===== src/rtl/bc_pkg.sv =====
// Shared types and constants for the barcode station-ID reader.
package bc_pkg;

   typedef enum logic [2:0] {
      IDLE,
      MEAS,
      WAIT_FALL,
      DELAY,
      FINISH
   } bc_state_t;

   // Number of data bits in one frame, shifted in MSB first.
   localparam int unsigned NBITS = 8;

   // Station IDs are only accepted when their two MSBs carry this prefix.
   localparam logic [1:0] ID_PREFIX = 2'b00;

endpackage


===== src/rtl/bc_sync_edge.sv =====
// Two-flop synchronizer for the raw barcode line plus one flop for edge detection.
// All flops reset to 1 so an idle (high) line produces no spurious edge after reset.
import bc_pkg::*;

module bc_sync_edge (
   input  logic clk,
   input  logic rst,
   input  logic async_in,
   output logic sync_out,
   output logic fall,
   output logic rise
);

   logic meta_q;
   logic sync_q;
   logic prev_q;

   // Synchronizer chain followed by the delayed copy used for edge detection.
   always_ff @(posedge clk or posedge rst) begin
      if (rst) begin
         meta_q <= 1'b1;
         sync_q <= 1'b1;
         prev_q <= 1'b1;
      end else begin
         meta_q <= async_in;
         sync_q <= meta_q;
         prev_q <= sync_q;
      end
   end

   assign sync_out = sync_q;
   assign fall     = prev_q & ~sync_q;
   assign rise     = ~prev_q & sync_q;

endmodule


===== src/rtl/bc_reader.sv =====
// Barcode station-ID decoder: measures the start-bit width T, samples each data bit
// floor(T/2) cycles after its falling edge, and publishes prefix-checked IDs with a
// sticky valid flag that the station FSM clears once it has consumed the ID.
import bc_pkg::*;

module bc_reader #(
   parameter int unsigned TW      = 22,
   parameter int unsigned TIMEOUT = 2_500_000
) (
   input  logic       clk,
   input  logic       rst,
   input  logic       BC,
   input  logic       clr_ID_vld,
   output logic [7:0] ID,
   output logic       ID_vld,
   output logic       busy
);

   localparam int unsigned CW  = $clog2(NBITS + 1);
   localparam logic [TW-1:0] PMAX = '1;
   localparam logic [TW-1:0] TMO  = TW'(TIMEOUT);
   localparam logic [TW-1:0] ONE  = TW'(1);

   logic sync;
   logic fall;
   logic rise;

   bc_state_t        state_q,   state_d;
   logic [TW-1:0]    period_q,  period_d;
   logic [TW-1:0]    t_len_q,   t_len_d;
   logic [TW-1:0]    idle_q,    idle_d;
   logic [TW-1:0]    delay_q,   delay_d;
   logic [NBITS-1:0] shift_q,   shift_d;
   logic [CW-1:0]    bit_cnt_q, bit_cnt_d;
   logic [7:0]       id_q,      id_d;
   logic             vld_q,     vld_d;

   bc_sync_edge u_sync (
      .clk      (clk),
      .rst      (rst),
      .async_in (BC),
      .sync_out (sync),
      .fall     (fall),
      .rise     (rise)
   );

   // Next-state logic for the frame FSM, timers, shift register and ID register.
   always_comb begin
      state_d   = state_q;
      period_d  = period_q;
      t_len_d   = t_len_q;
      idle_d    = idle_q;
      delay_d   = delay_q;
      shift_d   = shift_q;
      bit_cnt_d = bit_cnt_q;
      id_d      = id_q;
      vld_d     = vld_q;

      // Clear first so a set in FINISH below takes priority.
      if (clr_ID_vld) begin
         vld_d = 1'b0;
      end

      unique case (state_q)
         IDLE: begin
            if (fall) begin
               period_d = '0;
               state_d  = MEAS;
            end
         end
         MEAS: begin
            if (rise) begin
               t_len_d   = period_q;
               bit_cnt_d = '0;
               idle_d    = '0;
               state_d   = WAIT_FALL;
            end else if (period_q == PMAX) begin
               // Start bit too long to be a real frame.
               state_d = IDLE;
            end else if (!sync) begin
               period_d = period_q + ONE;
            end
         end
         WAIT_FALL: begin
            if (fall) begin
               delay_d = t_len_q >> 1;
               state_d = DELAY;
            end else if (idle_q == TMO) begin
               // Line stalled mid-frame: drop the partial bits.
               state_d = IDLE;
            end else begin
               idle_d = idle_q + ONE;
            end
         end
         DELAY: begin
            if (delay_q == '0) begin
               shift_d   = {shift_q[NBITS-2:0], sync};
               bit_cnt_d = bit_cnt_q + CW'(1);
               idle_d    = '0;
               state_d   = (bit_cnt_q == CW'(NBITS - 1)) ? FINISH : WAIT_FALL;
            end else begin
               delay_d = delay_q - ONE;
            end
         end
         FINISH: begin
            if (shift_q[NBITS-1 -: 2] == ID_PREFIX) begin
               id_d  = shift_q;
               vld_d = 1'b1;
            end
            state_d = IDLE;
         end
         default: state_d = IDLE;
      endcase
   end

   // State and datapath registers.
   always_ff @(posedge clk or posedge rst) begin
      if (rst) begin
         state_q   <= IDLE;
         period_q  <= '0;
         t_len_q   <= '0;
         idle_q    <= '0;
         delay_q   <= '0;
         shift_q   <= '0;
         bit_cnt_q <= '0;
         id_q      <= 8'h00;
         vld_q     <= 1'b0;
      end else begin
         state_q   <= state_d;
         period_q  <= period_d;
         t_len_q   <= t_len_d;
         idle_q    <= idle_d;
         delay_q   <= delay_d;
         shift_q   <= shift_d;
         bit_cnt_q <= bit_cnt_d;
         id_q      <= id_d;
         vld_q     <= vld_d;
      end
   end

   assign ID     = id_q;
   assign ID_vld = vld_q;
   assign busy   = (state_q != IDLE);

endmodule


===== config.mk =====
export PLATFORM = sky130hd
export DESIGN_NAME = bc_reader
export DESIGN_NICKNAME = d
export VERILOG_FILES = /design/src/rtl/bc_pkg.sv /design/src/rtl/bc_sync_edge.sv /design/src/rtl/bc_reader.sv
export SDC_FILE = /design/constraint.sdc
export NUM_CORES = 1
export LEC_CHECK = 0
export CORE_MARGIN = 1
export CORE_UTILIZATION = 40
export DETAILED_ROUTE_END_ITERATION = 16
export PLACE_DENSITY = 0.67
export RECOVER_POWER = 50
export SYNTH_ARGS = -nofsm -noshare
export SYNTH_HDL_FRONTEND = slang
export SYNTH_HIERARCHICAL = 1
export SYNTH_SLANG_ARGS = --single-unit

===== constraint.sdc =====
create_clock -name clk -period 7.5 [get_ports clk]
set_input_delay 1.5 -clock clk [delete_from_list [all_inputs] [get_ports clk]]
set_output_delay 1.5 -clock clk [all_outputs]
set_load 0.01 [all_outputs]

==> key figures, run 1 <==
STA
  • Least-Margin Pin Slew: approximately 1.9 ns
  • RSZ-0062 raised after global routing: no
  • Setup ws final: around 3.2 ns
  • Final hold viol count: 0
  • Setup violators final: 0
  • Fin. max-slew vios: 80
  • Worst Skew: between 0.01 and 0.015 ns
  • Setup TNS Final: 0 ns
  • Rel. slew slack: -0.2865
  • Fmax: ~0.23 GHz
  • Tcrit/Tclk final: 0.5799
  • Tmin final: around 4.3 ns

Placement
  • PortBufs: 13
  • Place WS: approximately 4.2 ns
  • RD Place Congestion: a little over 0.8
  • Detail Placement HPWL: 9283 um
  • Placed Area: between 6000 and 7000 sq um

CTS
  • Worst-Skew Late Latency: between 0.4 and 0.5 ns
  • Clock Tree Buf Depth: 2
  • CTS HTree Levels: 4
  • CTS tree: yes
  • Post-cts repair resize count: 0
  • Num CTS Buffers: 17
  • Num Clock Sinks: 114
  • Register clock-pin slew on the reported worst setup and hold paths: approximately 0.060 ns
  • CTS root buf: clkbuf_16
  • Post-CTS Setup Inserts: 0
  • Cts hold-fix bufs: 0

Logic synthesis
  • Mapped Area: between 5000 and 6000 sq um
  • FFs w/ async S/R, synth: 1.000
  • Leading register cell type out of synthesis: dfrtp_1
  • Synth warnings: 6
  • Sequential fraction of the synthesis area: 0.4832
  • Syn nets: 652
  • Syn Area/Cell: about 9.2 sq um
  • Synth cell types: 63
  • FF+latch count, synth: between 100 and 150
  • Cells after synthesis: approximately 640
  • Number of synthesized flops with an enable pin: 0

Die
  • DIE HEIGHT: about 120 um
  • Site Rows: between 40 and 50
  • Initial cell density of the core: 0.4083
  • Core area: 14480 sq um
  • Die W: 123.6 um
  • Die area: approximately 15000 sq um
  • IO Count: 14

Route
  • DR pass1 iterations: 5
  • Antenna viol nets, final: 0
  • Via density: 5.861
  • Total routed wirelength: approximately 14000 um
  • DR vias: 4941
  • DR WL/cell: approximately 16 um
  • Post-route DRC: 0
  • Drt initial violations: just under 300

Setup path
  • Critical Path Source Type: input port
  • Critical path arrival: about 4.5 ns
  • WS Path Type: input port to asynchronous set/reset pin
  • Critical path peak fanout: between 70 and 80
  • Worst Path Required: approximately 7.7 ns
  • CP endpoint kind: asynchronous set/reset pin

Pwr
  • Peak supply drop: approximately 0.00017 V
  • Pwr Density: around 330 nW/um^2
  • Pleak: 2.896 nW

Cells and area
  • Inserted Diodes: 0
  • NumNets Final: 655
  • FF+latch area: 2856 sq um
  • Final Instance Area: 6770 sq um
  • Area of the multi-input gates: roughly 2800 sq um
  • Fill cells: roughly 1300
  • Share of cells above drive strength 1: 0.09863
  • P&R area growth vs syn: 14.52%

GRT
  • Initial antenna violation count: 0
  • Largest net degree at the start of global routing: 80
  • First-pass GRT wire length: 23020 um
  • Grt ovf: 0
  • Vias in the first global route: 4673
  • Global Route Usage Sum: 0.1961

Hold path
  • Worst hold-check path type: flip-flop to flip-flop

Run
  • Max-cap violations: 1

Status
  • Status: finished with violations
  • Failing checks: capacitance limit, slew limit
==> kinds of logic (layout without fill, tap and decap cells) <==
group / after synthesis / after routing / share of synthesized area
AO/OA/AOI/OAI: 144 / 144 / 0.1537
multiplexers: 19 / 19 / 0.03556
AND/OR/NAND/NOR: 302 / 302 / 0.2675
flip-flops: 114 / 114 / 0.4832
adder cells (fa/ha/maj): 5 / 5 / 0.01058
XOR/XNOR: 12 / 12 / 0.01778
buffers and inverters: 47 / 63 / 0.03174
==> synthesized netlist by cell type (2+ instances only) <==
library cell    n  area (sq um)
or4_1          19         142.6
nand3b_1        2         15.01
nand2_1        96         360.4
a22o_1          2         17.52
o211ai_1        4         30.03
dfstp_2         3         78.83
a21oi_1        47         235.2
mux2_2         16         180.2
o32ai_1         2         17.52
o21ai_0        37         185.2
nor2b_1         5         31.28
nor3_1          7         35.03
buf_2           2         10.01
nand3_1        28         140.1
ha_1            5         62.56
mux2i_1         3         30.03
inv_1          13         48.80
dfrtp_1       111          2778
a211oi_1        7         52.55
nand2b_1        4         25.02
and2_1          2         12.51
a2111oi_2       2         30.03
nor4_1         19         118.9
a21o_1          3         22.52
or3_1          18         112.6
o31ai_1        11         82.58
nor4b_1         4         35.03
nor4_2          2         25.02
clkbuf_1       29         108.9
nand4_1        24         150.1
nor3b_1         2         15.01
a31o_2          2         17.52
o22a_1          5         43.79
o21a_1          3         22.52
xnor2_1        11         96.34
and4_1          3         26.28
a2111oi_0       2         17.52
or2_2           2         12.51
and3_1          8         50.05
nor2_1         48         180.2
a31oi_1         8         50.05
==> through the flow <==
stage,utilization,hold WS [ns],power (W),std cells
after floorplan,-,0.3452,0.001251,643
after global placement,0.4261,0.3461,0.001364,811
after detailed placement,0.4261,0.3529,0.001385,811
after CTS,0.4698,0.3574,0.002250,843
after global routing,0.4676,0.3616,0.002357,843
final,0.4676,0.3614,0.002240,843
==> layer usage <==
metal | GRT usage | part of all wire
met5 | 0 | 0
met1 | 0.2575 | 0.46
met4 | 0.08735 | 0.020
met3 | 0.04762 | 0.037
met2 | 0.3069 | 0.48
==> final cells by class <==
cell class | instances | share of cell area
Sequential cell | 114 | 0.4219
Tap cell | 184 | 0.03400
Clock inverter | 15 | 0.03049
Timing Repair Buffer | 17 | 0.02273
Multi-Input combinational cell | 482 | 0.4201
Clock buffer | 17 | 0.06283
Inverter | 14 | 0.007947
==> worst paths after layout <==
check / from / endpoint / slack [ns] / cells after the start
setup reg to reg: delay_q[0] / idle_q[0] / 3.80 / 8
setup / recovery: rst / t_len_q[14] / 3.15 / 3
max in group clk: delay_q[0] / idle_q[0] / 3.80 / 8
hold reg to reg: u_sync/meta_q / u_sync/sync_out / 0.36 / 0
hold / removal: u_sync/meta_q / u_sync/sync_out / 0.36 / 0
min in group asynchronous: rst / u_sync/prev_q / 1.62 / 2
==> worst max-delay path, cell delays in order <==
cell and delay, ns:
dlygate4sd3_1 0.57, clkinvlp_2 0.85, clkbuf_2 1.54
==> sequential cells by signal, indices dropped and copies added, names as in the netlist <==
name             cells
t_len_q             21
idle_q              22
bit_cnt_q            4
ID_vld               1
delay_q             22
u_sync/sync_out      1
u_sync/meta_q        1
state_q              3
u_sync/prev_q        1
shift_q              8
ID                   8
period_q            22
==> placed cells by master (no fill, tap or decap), drive strengths merged, types with 3 or more instances in the layout <==
| cell | netlist | final |
|---|---|---|
| a2111oi | 4 | 4 |
| a211oi | 7 | 7 |
| a21o | 3 | 3 |
| a21oi | 47 | 47 |
| a31oi | 9 | 9 |
| and3 | 8 | 8 |
| and4 | 3 | 3 |
| bufinv | 0 | 4 |
| clkbuf | 30 | 19 |
| clkinv | 1 | 8 |
| clkinvlp | 0 | 3 |
| dfrtp | 111 | 111 |
| dfstp | 3 | 3 |
| dlygate4sd3 | 0 | 12 |
| ha | 5 | 5 |
| inv | 13 | 14 |
| mux2 | 16 | 16 |
| mux2i | 3 | 3 |
| nand2 | 96 | 96 |
| nand2b | 4 | 4 |
| nand3 | 28 | 28 |
| nand4 | 24 | 24 |
| nor2 | 48 | 48 |
| nor2b | 5 | 5 |
| nor3 | 9 | 9 |
| nor4 | 21 | 21 |
| nor4b | 4 | 4 |
| o211ai | 4 | 4 |
| o21a | 3 | 3 |
| o21ai | 37 | 37 |
| o22a | 5 | 5 |
| o31ai | 11 | 11 |
| or3 | 18 | 18 |
| or4 | 20 | 20 |
| xnor2 | 11 | 11 |
==> report_power, final <==
group / switching (W) / total [W] / internal [W]
sequential: 0.000108 / 0.000798 / 0.000690
combinational: 0.000381 / 0.000583 / 0.000201
clock: 0.000302 / 0.000859 / 0.000558
total: 0.000791 / 0.00224 / 0.00145
(Power assumes the default switching activity.)
==> inputs of run 2 (changes only) <==
--- a/config.mk
+++ b/config.mk
@@ -8,7 +8,7 @@
 export CORE_MARGIN = 1
 export CORE_UTILIZATION = 40
 export DETAILED_ROUTE_END_ITERATION = 16
-export PLACE_DENSITY = 0.67
+export PLACE_DENSITY = 0.69
 export RECOVER_POWER = 50
 export SYNTH_ARGS = -nofsm -noshare
 export SYNTH_HDL_FRONTEND = slang
==> constraint.sdc (replaced) <==
create_clock -name clk -period 3.5 [get_ports clk]
set_input_delay 0.7 -clock clk [delete_from_list [all_inputs] [get_ports clk]]
set_output_delay 0.7 -clock clk [all_outputs]
set_load 0.01 [all_outputs]
==> run 2 against run 1 <==
Against the previous run: the run ends with DRC, capacitance limit, slew limit left; final cell count rose by 1.2%; sequential power grew 110%; register-to-register slack worse by 3.0 ns; global-route usage rose by 0.81 points; utilization increased by 0.32 points; clock power rose by 85%; combinational power grew 130%.
==> key figures, run 2 (synthesized netlist as in run 1, its figures left out) <==
Status
  • Failing checks: DRC, capacitance limit, slew limit
  • Status: finished with violations

STA
  • Tcrit/Tclk final: 0.7871
  • Setup violators final: 0
  • Fin. max-slew vios: 38
  • Tmin final: about 2.8 ns
  • Setup TNS Final: 0 ns
  • RSZ-0062 raised after global routing: no
  • Fmax: about 0.36 GHz
  • Final hold viol count: 0
  • Worst Skew: between 0.008 and 0.009 ns
  • Rel. slew slack: -0.3143
  • Least-Margin Pin Slew: slightly below 2 ns

GRT
  • Vias in the first global route: 4832
  • Largest net degree at the start of global routing: 41
  • First-pass GRT wire length: between 20000 and 25000 um
  • Global Route Usage Sum: 0.2042
  • Initial antenna violation count: 0
  • Grt ovf: 0

Pwr
  • Peak supply drop: between 0.0003 and 0.0004 V
  • Pwr Density: roughly 700 nW/um^2
  • Pleak: slightly below 3 nW

Setup path
  • CP endpoint kind: output port
  • Critical Path Source Type: flip-flop
  • Critical path arrival: 2.05 ns
  • Worst Path Required: 2.80 ns
  • R2R Setup Slk: 0.76 ns
  • Critical path peak fanout: 14
  • WS Path Type: flip-flop to output port

Route
  • Total routed wirelength: 14470 um
  • DR pass1 iterations: 11
  • DR vias: 5111
  • Post-route DRC: 1
  • DR WL/cell: roughly 17 um
  • Antenna viol nets, final: 0
  • Via density: ~6
  • Drt initial violations: 418

Cells and area
  • Commonest non-fill, non-tap cell in the layout: dfrtp_1
  • P&R area growth vs syn: 15.30%
  • Most frequent cells in the layout: 111 x dfrtp_1, 96 x nand2_1, 48 x nor2_1
  • Fill cells: about 1400
  • Finished Layout Cells: 853
  • Largest registers: delay_q (22), idle_q (22), period_q (22)
  • Share of cells above drive strength 1: 0.1181
  • Inserted Diodes: 0
  • NumNets Final: 665

Hold path
  • Worst hold-check path type: flip-flop to flip-flop

Die
  • Core area: 14480 sq um
  • Initial cell density of the core: 0.4083
  • IO Count: 14
  • DIE HEIGHT: approximately 120 um
  • Die W: 123.6 um
  • Site Rows: 44
  • Die area: 15270 sq um

CTS
  • Num CTS Buffers: 17
  • Register clock-pin slew on the reported worst setup and hold paths: around 0.060 ns
  • CTS HTree Levels: 4
  • Worst-Skew Late Latency: 0.43 ns
  • Post-cts repair resize count: 0
  • Cts hold-fix bufs: 0
  • Num Clock Sinks: around 110
  • CTS root buf: clkbuf_16
  • Clock Tree Buf Depth: 2
  • Post-CTS Setup Inserts: 0
  • CTS tree: yes

Run
  • Max-cap violations: 1

Placement
  • PortBufs: 13
  • DP Cell Count: just over 800
  • RD Place Congestion: roughly 0.85
  • Detail Placement HPWL: a little under 10000 um
==> run 2: cell types whose count changed in the layout (fill, tap and decap cells not counted), moves of 2 or more <==
cell / before / now
buf_12: 0 / 2
buf_4: 2 / 12
bufinv_16: 4 / 0
clkdlybuf4s50_1: 1 / 11
clkinv_4: 5 / 2
clkinvlp_4: 2 / 4
dlygate4sd3_1: 12 / 2
inv_6: 2 / 8
==> run 2: worst max-delay path, cell delays in order (launching register included) <==
cell and delay, ns:
dfrtp_1 0.53, nor2_1 0.43, nand2_1 0.17, clkdlybuf4s50_1 0.51
==> run 2: final cells by class <==
class                   count  area (sq um)  area share
clock inverters            15         122.6     0.01799
clock buffers              17         425.4     0.06241
inverters                  14         53.80    0.007893
multi-input cells         482          2868      0.4207
repair buffers             27         260.3     0.03818
well taps                 184         230.2     0.03377
flip-flops and latches    114          2856      0.4191
==> run 2: per-stage QoR <==
step	util	total power (W)	worst slack [ns]	hold WS, ns	area [sq um]
after CTS	0.4710	0.004649	0.7594	0.3562	6819
after global placement	0.4331	0.002996	0.8917	0.3477	6271
after floorplan	-	0.002681	1.079	0.3452	5916
after global routing	0.4708	0.004901	0.5821	0.3646	6817
after detailed placement	0.4331	0.003041	0.7958	0.3478	6271
final	0.4708	0.004643	0.7451	0.3614	6817
==> run 2: path summary, 6_finish.rpt <==
check                                   to  cells after the start          start
setup / recovery                      busy                      3     state_q[2]
hold / removal             u_sync/sync_out                      0  u_sync/meta_q
setup reg to reg                idle_q[21]                      8     delay_q[0]
hold reg to reg            u_sync/sync_out                      0  u_sync/meta_q
max in group asynchronous      delay_q[16]                      2            rst
min in group asynchronous    u_sync/meta_q                      2            rst
==> run 2: where the power goes <==
part           switching (W)  internal (W)
Combinational       0.000858      0.000483
Sequential          0.000233       0.00148
Clock               0.000673      0.000919
==> run 2: metal layers <==
metal,track usage,wire (um),up-vias
li1,-,-,2396
met5,0,0,-
met1,0.2783,6688,2538
met2,0.3191,6891,158
met3,0.04533,665,19
met4,0.07380,227,0
==> patch 1: new RTL, config.mk and constraints of run 2 <==
`TW`: 22 -> 44.
--- a/src/rtl/bc_reader.sv
+++ b/src/rtl/bc_reader.sv
@@ -5,5 +5,5 @@
 
 module bc_reader #(
-   parameter int unsigned TW      = 22,
+   parameter int unsigned TW      = 44,
    parameter int unsigned TIMEOUT = 2_500_000
 ) (
Function: same outputs for any inputs over 10 cycles, from zero or initial values and one cycle with rst high; that may be too few to reach the edited logic, so the function may still have changed.
==> patch 1 against run 2 <==
  * Die area grew 77%
  * Critical path type is now reg -> reg
  * Setup slack lost 190 ps
  * Sequential power grew 68%
  * Core utilization shrank 1.1 points
  * Maximum frequency shrank 6.4%
  * Combinational power grew 73%
  * Design area grew 75%
  * Wire length grew 83%
  * Area after synthesis grew 78%
  * Sequential cell count grew 88
  * Global-route usage shrank 0.21 points
  * Synthesized cell count grew 72%
  * Via count grew 72%
  * Largest power group unchanged
  * Total power grew 67%
==> patch 1: results (changes against run 2) <==
Parameter                              Value

Run
  Number of max-cap violations ... 0 (was 1)

Yosys
  Net count of the mapped netlist ... 1118 (was 652)
  Post-synthesis compound-gate area fraction ... 15.8% (was 15.4%)
  Post-synthesis adder-cell area fraction ... 0.713% (was 1.06%)
  Seq/Total Area, Yosys ... 48.0% (was 48.3%)
  Top cell types by occurrence after synthesis ... dfrtp_1 (199), nor2_1 (115), o21ai_0 (91) (was dfrtp_1 (111), nand2_1 (96), nor2_1 (48))
  Count of synthesis-stage warnings from yosys ... 6 (unchanged)
  Mean post-synth cell area ... 9.51 um^2 (was 9.19 um^2)
  Distinct cells, synth ... 65 (was 63)
  Portion of netlist area occupied by mux cells ... 6.38% (was 3.56%)
  Top cells by area, synth ... dfrtp_1 (47%), mux2_2 (6.1%), o21ai_0 (4.3%) (was dfrtp_1 (47%), nand2_1 (6.1%), a21oi_1 (4.0%))
  Xor and xnor fraction of the mapped netlist area ... 2.83% (was 1.78%)

Clocking
  Resized Gates After CTS ... 0 (unchanged)
  Clock insertion delay at the later pin of the skew report ... 530 ps (was 430 ps)
  Number of post-CTS setup repair buffers ... 0 (unchanged)
  Post-CTS clock slew at the launch and capture registers of the worst setup and hold paths ... 60 ps (about the same)
  Largest buffer count on any clock path ... 3 (was 2)
  Number of buffers added by the clock tree synthesis step ... 23 (was 17)
  Number of H-tree levels ... 1 (was 4)

Timing
  Finish-stage setup viols ... 0 (unchanged)
  Worst Clk Skew ... 16.8 ps (was 8.59 ps)
  Transition time at the pin with the least slew margin ... 1250 ps (was 1960 ps)

Layout
  Final non-filler cell total ... 1467 (was 853)
  Count of fill cells added during filler insertion ... 2409 (was 1378)
  Antenna fix cells ... 0 (unchanged)
  Proportion of layout cells with a drive suffix above 1 ... 13.2% (was 11.8%)
  Registers with the most flip-flops ... delay_q x44, idle_q x44, period_q x44 (was delay_q x22, idle_q x22, period_q x22)

Global routing
  Largest net degree at the start of global routing ... 76 (was 41)
  Via count of the first global-routing pass ... 8352 (was 4832)
  GR Util All Layers ... 20.2% (was 20.4%)
  First-pass GRT wire length ... 43900 um (was 24000 um)

Route
  Vias ... 8782 (was 5111)
  Starting DRC count in detailed routing ... 677 (was 418)
  Post-detailed-routing wire length ... 26500 um (was 14500 um)
  Pre-Repair DR Iteration Count ... 5 (was 11)

Place
  Inst Count DP ... 1426 (was 821)
  DP HPWL ... 18000 um (was 9870 um)
  Port bufs ... 13 (unchanged)
  Placer congestion estimate ... 0.857 (was 0.846)

Outcome
  Result of the run ... complete, no violations (was finished with violations)

Setup path
  Largest fanout on the critical path ... 17 (was 14)
  Cell with the largest stage delay on the worst path ... or4_1 (was dfrtp_1)
  Data arrival time of the worst path ... 3340 ps (was 2050 ps)
  Worst stage delay on the critical path ... 660 ps (was 530 ps)

Power and ir drop
  IR Drop Worst-Case VDD ... 0.387 mV (was 0.365 mV)
  Leakage power of the design ... 0.00512 uW (was 0.00289 uW)
patch 1: cell count changes after synthesis, moves of 14 or more:
cell             run 2  this run
a21oi_1             47        61
nand3_1             28        52
mux2_2              16        57
a31oi_1              8        23
nor2_1              48       115
nor3_1               7        31
clkbuf_1            29        47
dfrtp_1            111       199
nand2_1             96        76
and2_1               2        16
xor2_1               1        31
o21ai_0             37        91
nand4_1             24        39
patch 1: path summary, 6_finish.rpt:
check / start / end / slack [ps] / depth (start not counted)
max: delay_q[12]$_DFFE_PP0P_ / idle_q[18]$_DFFE_PP0P_ / 560 / 7
min: u_sync/meta_q$_DFF_PP1_ / u_sync/sync_out$_DFF_PP1_ / 360 / 0
max reg2reg: delay_q[12]$_DFFE_PP0P_ / idle_q[18]$_DFFE_PP0P_ / 560 / 7
min reg2reg: u_sync/meta_q$_DFF_PP1_ / u_sync/sync_out$_DFF_PP1_ / 360 / 0
max in group asynchronous: rst / idle_q[17]$_DFFE_PP0P_ / 860 / 3
min in group asynchronous: rst / u_sync/meta_q$_DFF_PP1_ / 710 / 2
patch 1: routing by layer:
| layer | track usage, % | vias up | share of wire, % |
|---|---|---|---|
| met5 | 0 | - | 0 |
| met4 | 6.02 | 0 | 2.4 |
| met3 | 2.85 | 43 | 5.2 |
| met2 | 31.4 | 247 | 45 |
| met1 | 29.1 | 4328 | 47 |
| li1 | - | 4164 | - |
patch 1: worst max-delay path: cells and delay by family, from the launching register on:
kind	cells	cell delay [ps]
buffers and inverters	1	370
flip-flops	1	430
AO/OA/AOI/OAI	3	710
AND/OR/NAND/NOR	3	1310
patch 1: cell families after synthesis:
logic type                 after synthesis
and+or+nand+nor                        464
AOI/OAI and AO/OA                      271
DFF                                    202
buffers and inverters                   71
muxes                                   60
xor gates and xnor gates                34
adders and majority gates                6
patch 1: power breakdown:
part / internal, uW / switching (uW) / leakage [uW]
clock network: 1550 / 998 / 0.000395
registers: 2560 / 308 / 0.00276
logic: 809 / 1510 / 0.00197
total: 4920 / 2810 / 0.00512
patch 1: stage by stage:
step	util (%)	setup slack [ps]	instance area, um^2
CTS	46.0	546	11900
floorplan	-	226	10500
finish	46.0	557	11900
detailed placement	42.9	573	11100
global placement	42.9	622	11100
global route	46.0	359	11900
patch 1: layout make-up:
cell class / instances / area (um^2) / share of cell area [%]
Sequential cell: 202 / 5060 / 42.5
Clock buffer: 36 / 714 / 6.00
Clock inverter: 5 / 92.6 / 0.777
Inverter: 12 / 46.3 / 0.389
Multi-Input combinational cell: 835 / 5220 / 43.8
Tap cell: 335 / 419 / 3.52
Timing Repair Buffer: 42 / 358 / 3.00
==> patch 2: new RTL, config.mk and constraints of run 2 <==
Without the edit above. Add an input register stage for `BC` and `clr_ID_vld`; this delays them by one clock.
--- a/src/rtl/bc_reader.sv
+++ b/src/rtl/bc_reader.sv
@@ -22,4 +22,12 @@
    localparam logic [TW-1:0] ONE  = TW'(1);
 
+   logic BC_q;
+   logic clr_ID_vld_q;
+
+   always_ff @(posedge clk) begin
+      BC_q         <= BC;
+      clr_ID_vld_q <= clr_ID_vld;
+   end
+
    logic sync;
    logic fall;
@@ -39,5 +47,5 @@
       .clk      (clk),
       .rst      (rst),
-      .async_in (BC),
+      .async_in (BC_q),
       .sync_out (sync),
       .fall     (fall),
@@ -58,5 +66,5 @@
 
       // Clear first so a set in FINISH below takes priority.
-      if (clr_ID_vld) begin
+      if (clr_ID_vld_q) begin
          vld_d = 1'b0;
       end
Function: changed (a bounded check fails within 4 cycles, from zero or initial values and one cycle with rst high).
==> patch 2 against run 2 <==
  * The flow finishes with violations (max-capacitance violations, max-slew violations)
  * Area after synthesis increased by 0.68%
  * Wire length down 0.53%
  * Core utilization increased by 0.43 points
  * Design area grew 1.3%
  * Sequential cell count grew 2
  * Register-to-register slack worse by 120 ps
  * Setup slack lost 110 ps
  * Clock skew is 1.0 ps lower
  * Total power rose by 6.6%
  * Critical endpoint is now idle_q[17]$_DFFE_PP0P_
  * Largest cell class is now registers
  * Highest routed layer unchanged
==> patch 2: results (changes against run 2) <==
Parameter                              Value

Setup path
  Reg-to-reg setup timing slack ... 640 ps (was 760 ps)
  Worst setup path endpoint ... idle_q[17]$_DFFE_PP0P_ (was busy)
  Worst reg2reg path startpoint ... u_sync/sync_out$_DFF_PP1_ (was delay_q[0]$_DFFE_PP0P_)
  Worst R2R Path Depth ... 6 (was 8)
  Largest fanout on the critical path ... 7 (was 14)
  Data arrival time of the worst path ... 3190 ps (was 2050 ps)
  CP Launch Type ... register (unchanged)

Power and ir drop
  IR Drop Worst-Case VDD ... 0.410 mV (was 0.365 mV)
  Leakage power of the design ... 0.00295 uW (was 0.00289 uW)

Worst hold path
  Worst hold endpoint ... u_sync/meta_q$_DFF_PP1_ (was u_sync/sync_out$_DFF_PP1_)
  Hold path start ... BC_q$_DFF_P_ (was u_sync/meta_q$_DFF_PP1_)

Yosys
  Distinct cells, synth ... 64 (was 63)
  Net count of the mapped netlist ... 654 (was 652)
  Top cells by area, synth ... dfrtp_1 (47%), nand2_1 (6.1%), a21oi_1 (4.0%) (unchanged)
  Mean post-synth cell area ... 9.23 um^2 (was 9.19 um^2)
  Share of async-settable or async-resettable flops after synthesis ... 98.3% (was 100%)
  Count of synthesis-stage warnings from yosys ... 6 (unchanged)
  Seq/Total Area, Yosys ... 48.7% (was 48.3%)

Route
  Detailed-routing wirelength on met1 ... 6500 um (was 6690 um)
  Starting DRC count in detailed routing ... 436 (was 418)
  Pre-Repair DR Iteration Count ... 5 (was 11)
  Post-detailed-routing wire length ... 14400 um (was 14500 um)
  Final routed wire length divided by cell count ... 16.8 um (was 17.0 um)
  Vias ... 5067 (was 5111)
  Routed wire length on met2 ... 6980 um (was 6890 um)
  Wire length on met3 ... 699 um (was 665 um)

Clocking
  Post-CTS clock slew at the launch and capture registers of the worst setup and hold paths ... 60 ps (about the same)
  Number of post-CTS setup repair buffers ... 0 (unchanged)
  Resized Gates After CTS ... 0 (unchanged)

Place
  Inst Count DP ... 825 (was 821)
  Placer congestion estimate ... 0.848 (was 0.846)
  DP HPWL ... 9700 um (was 9870 um)

Layout
  Proportion of layout cells with a drive suffix above 1 ... 11.7% (was 11.8%)
  Final #Nets ... 669 (was 665)

Global routing
  First-pass GRT wire length ... 24300 um (was 24000 um)
  Largest net degree at the start of global routing ... 43 (was 41)
  Number of antenna violations at the first check in global routing ... 0 (unchanged)
  GR Util All Layers ... 20.7% (was 20.4%)
  Via count of the first global-routing pass ... 4881 (was 4832)

Timing
  Worst Clk Skew ... 7.59 ps (was 8.59 ps)
  Max Transition Viols Final ... 38 (unchanged)
  Transition time at the pin with the least slew margin ... 1650 ps (was 1960 ps)

Outcome
  Result of the run ... finished with violations (unchanged)
  Failing checks ... max-capacitance violations, max-slew violations (was design-rule violations, max-capacitance violations, max-slew violations)

Run
  Number of max-cap violations ... 1 (unchanged)
[patch 2: cell types whose count changed after synthesis]
cell     delta
dfxtp_1     +2
[patch 2: cells by family after synthesis]
family                   count (synthesis)  synth area share (%)
AND/OR/NAND/NOR                        302                  26.6
buffers and inverters                   47                  3.15
AO/OA/AOI/OAI                          144                  15.3
flip-flops                             116                  48.7
multiplexers                            19                  3.53
adder cells (fa/ha/maj)                  5                  1.05
XOR/XNOR                                12                  1.77
[patch 2: metal layers]
layer / vias up / GRT usage [%]
met1: 2486 / 28.4
met4: 0 / 6.77
met5: - / 0
met3: 23 / 4.99
met2: 140 / 32.1
li1: 2418 / -
[patch 2: critical path, stage by stage (launching register included)]
cell and delay (ps):
dfstp_1 590, nor2b_1 150, nand2b_1 240, a2111oi_2 840, nand3_1 310, or4_1 470, a21oi_1 170
[patch 2: through the flow]
step           instance area (um^2)  setup slack [ps]  total power, uW  utilization [%]  hold slack, ps
2_1_floorplan                  5960              1080             2750                -             284
3_3_place_gp                   6330               812             3070             43.5             293
6_report                       6910               638             4950             47.5             299
4_1_cts                        6950               688             4970             47.8             301
5_1_grt                        6910               227             5230             47.5             304
3_5_place_dp                   6330               711             3130             43.5             287
[patch 2: power breakdown]
group          switching, uW  internal [uW]
clock                    682           1140
combinational            894            497
sequential               228           1510
[patch 2: cell type report]
cell class	instances	area [um^2]
Tap cell	184	230
Clock inverter	15	194
Clock buffer	17	425
Sequential cell	116	2900
Inverter	14	53.8
Timing Repair Buffer	29	238
Fill cell	1362	7630
Multi-Input combinational cell	482	2870
